==> src/rtl/sram16k_wb_bridge.sv <==
// Wishbone classic slave that maps a 16 KB window at BASE_ADDR onto a single-port SRAM16K.
// Define SRAM16K_BRIDGE_ERR_EN to answer out-of-window requests with a one-cycle wb_err_o.
module sram16k_wb_bridge #(
  parameter logic [31:0] BASE_ADDR = 32'h3000_0000
) (
  input  logic        clk,
  input  logic        rst_n,
  input  logic        wb_cyc_i,
  input  logic        wb_stb_i,
  input  logic        wb_we_i,
  input  logic [3:0]  wb_sel_i,
  input  logic [31:0] wb_adr_i,
  input  logic [31:0] wb_dat_i,
  output logic [31:0] wb_dat_o,
  output logic        wb_ack_o,
  output logic        wb_err_o,
  output logic [11:0] sram_addr,
  output logic [31:0] sram_wdata,
  input  logic [31:0] sram_rdata,
  output logic        sram_cs,
  output logic [3:0]  sram_wen
);

  typedef enum logic [2:0] {
    IDLE   = 3'd0,
    ACCESS = 3'd1,
    RDWAIT = 3'd2,
    ACK    = 3'd3
`ifdef SRAM16K_BRIDGE_ERR_EN
    , ERR  = 3'd4
`endif
  } state_e;

  state_e      state_q, state_d;
  logic [11:0] addr_q, addr_d;
  logic [31:0] wdata_q, wdata_d;
  logic [3:0]  sel_q, sel_d;
  logic        we_q, we_d;
  logic [31:0] dat_q, dat_d;
  logic        ack_q, ack_d;
  logic        err_q, err_d;
  logic        req_s, hit_s, unused_s;

  assign req_s    = wb_cyc_i & wb_stb_i;
  assign hit_s    = req_s & (wb_adr_i[31:14] == BASE_ADDR[31:14]);
  // Byte offset within the word is meaningless to a 32-bit SRAM; lanes come from wb_sel_i.
  assign unused_s = ^wb_adr_i[1:0];

  // State register.
  always_ff @(posedge clk or negedge rst_n) begin
    if (!rst_n) begin
      state_q <= IDLE;
    end else begin
      state_q <= state_d;
    end
  end

  // Next-state logic; a dropped cycle abandons the access without an ack.
  always_comb begin
    state_d = state_q;
    case (state_q)
      IDLE: begin
        if (hit_s) begin
          state_d = ACCESS;
        end
`ifdef SRAM16K_BRIDGE_ERR_EN
        else if (req_s) begin
          state_d = ERR;
        end
`endif
        else begin
          state_d = IDLE;
        end
      end
      ACCESS: begin
        if (!wb_cyc_i) begin
          state_d = IDLE;
        end else if (we_q) begin
          state_d = ACK;
        end else begin
          state_d = RDWAIT;
        end
      end
      RDWAIT: begin
        if (!wb_cyc_i) begin
          state_d = IDLE;
        end else begin
          state_d = ACK;
        end
      end
      ACK:     state_d = IDLE;
`ifdef SRAM16K_BRIDGE_ERR_EN
      ERR:     state_d = IDLE;
`endif
      default: state_d = IDLE;
    endcase
  end

  // Output logic: SRAM strobes, holding-register capture and registered response inputs.
  always_comb begin
    addr_d   = addr_q;
    wdata_d  = wdata_q;
    sel_d    = sel_q;
    we_d     = we_q;
    dat_d    = dat_q;
    ack_d    = 1'b0;
    err_d    = 1'b0;
    sram_cs  = 1'b0;
    sram_wen = 4'b0000;
    case (state_q)
      IDLE: begin
        if (hit_s) begin
          addr_d  = wb_adr_i[13:2];
          wdata_d = wb_dat_i;
          sel_d   = wb_sel_i;
          we_d    = wb_we_i;
        end else begin
`ifdef SRAM16K_BRIDGE_ERR_EN
          err_d = req_s;
`else
          err_d = 1'b0;
`endif
        end
      end
      ACCESS: begin
        // A write with no lanes selected still completes but never touches the array.
        sram_cs  = wb_cyc_i & ~(we_q & (sel_q == 4'b0000));
        sram_wen = we_q ? sel_q : 4'b0000;
        ack_d    = wb_cyc_i & we_q;
      end
      RDWAIT: begin
        if (wb_cyc_i) begin
          ack_d = 1'b1;
          dat_d = sram_rdata;
        end else begin
          ack_d = 1'b0;
        end
      end
      default: begin
        ack_d = 1'b0;
      end
    endcase
  end

  // Holding registers and registered Wishbone responses.
  always_ff @(posedge clk or negedge rst_n) begin
    if (!rst_n) begin
      addr_q  <= 12'h000;
      wdata_q <= 32'h0000_0000;
      sel_q   <= 4'b0000;
      we_q    <= 1'b0;
      dat_q   <= 32'h0000_0000;
      ack_q   <= 1'b0;
      err_q   <= 1'b0;
    end else begin
      addr_q  <= addr_d;
      wdata_q <= wdata_d;
      sel_q   <= sel_d;
      we_q    <= we_d;
      dat_q   <= dat_d;
      ack_q   <= ack_d;
      err_q   <= err_d;
    end
  end

  assign wb_dat_o   = dat_q;
  assign wb_ack_o   = ack_q;
  assign wb_err_o   = err_q;
  assign sram_addr  = addr_q;
  assign sram_wdata = wdata_q;

endmodule
==> config.mk <==
export PLATFORM = sky130hd
export DESIGN_NAME = sram16k_wb_bridge
export DESIGN_NICKNAME = d
export VERILOG_FILES = /design/src/rtl/sram16k_wb_bridge.sv
export SDC_FILE = /design/constraint.sdc
export NUM_CORES = 1
export LEC_CHECK = 0
export BUFFER_PORTS_ARGS = -buffer_cell sky130_fd_sc_hd__buf_2
export CORE_ASPECT_RATIO = 1.2
export CORE_MARGIN = 1
export CORE_UTILIZATION = 47
export DETAILED_ROUTE_END_ITERATION = 8
export PLACE_DENSITY = 0.84
export SLEW_MARGIN = 20
export SYNTH_ARGS = -nofsm -noshare
export SYNTH_HDL_FRONTEND = slang
export SYNTH_SLANG_ARGS = --single-unit
==> constraint.sdc <==
create_clock -name clk -period 4.2 [get_ports clk]
set_clock_uncertainty 0.1 [all_clocks]
set_input_delay 0.84 -clock clk [delete_from_list [all_inputs] [get_ports clk]]
set_output_delay 0.84 -clock clk [all_outputs]
set_load 0.005 [all_outputs]
Word level (Yosys, flattened, before mapping)
Cells that the tools add are included.
{"block": "word_totals", "regBits": 85, "inputBits": 105, "output_inout_bits": 83, "word_cells": 30}
{"block": "classes", "n_eq_ne": 3, "muxes": 10, "n_bitwise": 6, "n_reduce_logical": 4}
{"cell": "$eq A18 B16 Y1 const B", "count": 1}
{"cell": "$pmux W3 S3", "count": 1}
{"cell": "$mux W4", "count": 2}
{"cell": "$and A1 B1 Y1", "count": 5}
{"cell": "$logic_not A4 Y1", "count": 1}
{"cell": "$mux W1", "count": 4}
{"cell": "$mux W2", "count": 2}
{"cell": "$reduce_and A2 Y1", "count": 2}
{"cell": "$eq A3 B1 Y1 const B", "count": 1}
{"cell": "$eq A3 B2 Y1 const B", "count": 1}
{"cell": "$logic_not A3 Y1", "count": 1}
{"cell": "$pmux W1 S2", "count": 1}
{"cell": "$not A1 Y1", "count": 1}

Logic depth before layout (Yosys ltp)
{"block": "depth", "word_depth": 5, "ltp_mapped": 8, "ltp_nobuf": 6}

Worst setup path after synthesis
Ideal clock, no wire load.
{"block": "synth_timing", "path_kind": "input -> register", "start": "in wb_adr_i[24]", "end": "reg wdata_q[13], in the netlist sram_wdata[13]", "setup_ns": 0.127, "t_arrival_ns": 2.093, "t_required_ns": 3.973, "path_slack_ns": 1.879, "stages": 6, "n_path_buf": 2, "cell_sequence": "nor4b_2 -> nand3_1 -> nor3_2 -> buf_4 -> buf_6 -> mux2_1"}
{"block": "synth_via", "elab_chain_len": 3}
{"item": "start: declaration", "line_no": "12", "text": "input logic [31:0] wb_adr_i,"}
{"item": "$eq A18 B16 Y1", "line_no": "45", "text": "assign hit_s = req_s & (wb_adr_i[31:14] == BASE_ADDR[31:14]);"}
{"item": "$and A1 B1 Y1", "line_no": "45"}
{"item": "$reduce_and A2 Y1 (no source line)"}
{"item": "end signal: assignment", "line_no": "157", "text": "wdata_q <= wdata_d;"}
{"item": "end: declaration", "line_no": "36", "text": "logic [31:0] wdata_q, wdata_d;"}
Every way passes these cells.
A chain may end at the register's enable or synchronous reset.

Worst setup path after layout
{"block": "layout_timing", "start": "in wb_adr_i[15]", "end": "reg sel_q[1]"}
{"block": "layout_via", "elab_chain_len": 3}
{"item": "$eq A18 B16 Y1", "line_no": "45"}
{"item": "$and A1 B1 Y1", "line_no": "45"}
{"item": "$reduce_and A2 Y1 (no source line)"}
{"item": "end signal: assignment", "line_no": "158", "text": "sel_q <= sel_d;"}
{"item": "end: declaration", "line_no": "37", "text": "logic [3:0] sel_q, sel_d;"}
Every way passes these cells.

==> impl_metrics.csv <==
group,metric,value,unit
finish,fill_cells,487,
flow_run,drv_cap,0,
finish,multiInputGateArea,1110,sq um
min_path,hold_class,"reg -> reg",
worst_setup_path,worstPathCellList,"buf_2 -> nor4_1 -> nand3_1 -> nor3_4 -> buf_12 -> mux2_2",
power_and_ir_drop,peakVddDrop,0.272,mV
timing,tns,0,ns
clocking,ctsResizeCount,0,
timing,setup_viol,0,
yosys,yosys_warnings,0,
timing,layout_worst_path_cycle_share,0.635,
clocking,clock-sinks,84,
yosys,syn_area_per_cell,16.0,sq um
clocking,clock_path_buffers,2,
worst_setup_path,crit_fanout,39,
yosys,synthArstFlopShare,1.00,
drt,vias,2376,
yosys,synth_area_leaders,"dfrtp_1 64%, mux2_2 24%, mux2_1 3.4%",
worst_setup_path,arrival,2.79,ns
worst_setup_path,slowest_delay,0.56,ns
finish,drive_gt1_frac,0.688,
drt,ant_nets,0,
placement,dp.cells,467,
worst_setup_path,slowest_stage,"nor3_4",
clocking,cts_buffers,9,
grt,grt_pass1_wl,11.0,mm
status,outcome,"finished, final reports clean",
timing,max_freq,0.375,GHz
placement,gp_congestion,0.755,
drt,vias_per_cell,4.93,
die,io_pins,188,
worst_setup_path,path_delay_family,"simple AND/OR/NAND/NOR gates",
grt,antenna_found_initial,0,
finish,seq_area,2100,sq um
yosys,synth_edf_count,0,
yosys,syn_inst,205,
power_and_ir_drop,p_leak,2.76,nW
die,die_w,78.2,um
clocking,cts_tree,"done",
grt,grt_use_total,0.199,
drt,wire_per_inst,14.4,um
timing,rsz0062_at_grt,"no",
drt,drc,0,
drt,wirelength,6.93,mm
yosys,yosys_register_bits,84,
clocking,root_buffer,"clkbuf_8",
timing,fin_crit,2.67,ns
timing,final-max-slew-violation-count,0,
finish,mostFrequentLayoutCells,"183 x buf_2, 84 x dfrtp_1, 71 x mux2_2",
yosys,synth_ff_type,"dfrtp_1",
worst_setup_path,crit_type,"in -> reg",
finish,area.growth.synth_to_final,38.7,%
yosys,syn_area,3270,sq um
clocking,holdBufCountCts,0,
drt,dr.pass1.iters,4,
finish,instances_no_fill,482,
clocking,clkTransAtPathRegs,0.08,ns
die,row_count,32,
clocking,worstSkewPairLatency,0.34,ns
yosys,syn_nets,314,
clocking,post_cts_buffers,0,
worst_setup_path,cp-start-kind,"primary input",
clocking,htreeDepth,3,
worst_setup_path,endpoint_kind,"flip-flop",
die,dieArea,7300,sq um
die,die_h,93.4,um
yosys,seq_area_frac_synth,0.642,
finish,layout.nets,502,
finish,n_antenna_cell,0,
grt,grt_max_degree,85,
grt,grt_pass1_vias,2504,
timing,hold_viol,0,
timing,worstMarginPinSlew,0.721,ns
yosys,yosysTopAreaCell,"dfrtp_1",
timing,hold-worst-slack,0.386,ns
die,start_util,0.498,
worst_setup_path,cp_data_required_time,4.32,ns
yosys,synth_top_cell_area_share,0.642,
placement,dp.final_hpwl,5.28,mm
yosys,ys_types,23,
grt,gr-total-overflow,0,
power_and_ir_drop,power_density,349,nW/um^2
finish,mostFrequentLayoutCell,"buf_2",
drt,drt_first_iter_violations,59,
placement,io_buffers,184,
worst_setup_path,cp.buffers_inverters,2,
timing,slew_headroom,0.519,
die,core-area,6570,sq um
[logic make-up (layout without fill, tap and decap cells)]
| logic type | Yosys count | count (layout) | synth area share |
|---|---|---|---|
| muxes | 81 | 81 | 0.279 |
| and+or+nand+nor | 19 | 19 | 0.0367 |
| other | 1 | 1 | 0.00115 |
| buffers and inverters | 12 | 204 | 0.0195 |
| DFF | 84 | 84 | 0.642 |
| adders and majority gates | 4 | 4 | 0.0153 |
| AOI/OAI and AO/OA | 4 | 4 | 0.00650 |
[path summary, 6_finish.rpt]
kind	startpoint	endpoint	slack, ns	depth (start not counted)
worst min-delay path	sram_wdata[20]	sram_wdata[20]	0.39	1
min in group asynchronous	rst_n	sram_addr[1]	0.43	1
worst min register to register	sram_wdata[20]	sram_wdata[20]	0.39	1
worst max register to register	state_q[0]	sel_q[1]	1.79	7
worst max-delay path	wb_adr_i[15]	sel_q[1]	1.54	6
max in group asynchronous	rst_n	wb_dat_o[9]	3.08	1
[power by group]
part | leakage, nW | switching (mW) | total (mW) | internal (mW)
clock network | 0.126 | 0.263 | 0.714 | 0.451
registers | 1.17 | 0.0000189 | 0.808 | 0.808
logic | 1.45 | 0.0285 | 0.0633 | 0.0349
total | 2.76 | 0.291 | 1.59 | 1.29
[registers in the layout (all words and copies together) (netlist names)]
name,count
state_q,2
sel_q,4
we_q,1
wb_ack_o,1
wb_dat_o,32
sram_wdata,32
sram_addr,12
[per-stage QoR]
step	setup slack, ns	power (mW)	utilization	instance area, sq um
2_1_floorplan	1.88	0.827	-	3270
3_3_place_gp	1.29	0.886	0.652	4280
3_5_place_dp	1.19	0.889	0.652	4280
4_1_cts	1.56	1.61	0.691	4540
5_1_grt	1.45	1.65	0.692	4540
6_report	1.54	1.59	0.692	4540
[area by class of cell]
type	count	share of cell area
Sequential cell	84	0.463
Multi-Input combinational cell	109	0.245
Timing Repair Buffer	186	0.210
Clock inverter	5	0.0276
Tap cell	85	0.0234
Inverter	3	0.00248
Clock buffer	10	0.0281
[Yosys cell counts (2+ instances only)]
| cell | instances |
|---|---|
| a21oi_1 | 3 |
| and3_1 | 4 |
| buf_2 | 3 |
| buf_4 | 2 |
| clkbuf_1 | 3 |
| dfrtp_1 | 84 |
| ha_1 | 4 |
| inv_1 | 3 |
| mux2_1 | 10 |
| mux2_2 | 71 |
| nand2_1 | 3 |
| nand3_1 | 2 |
| nor2_1 | 2 |
| nor4_1 | 2 |
[routing by layer]
metal	global-route usage	wire length, um	vias to the layer above	part of all wire
li1	-	-	1094	-
met1	0.223	2520	1160	0.36
met2	0.349	3790	105	0.55
met3	0.0390	429	17	0.062
met4	0.116	192	0	0.028
met5	0	0	-	0
No activity file was read; power rests on OpenSTA's default activity.
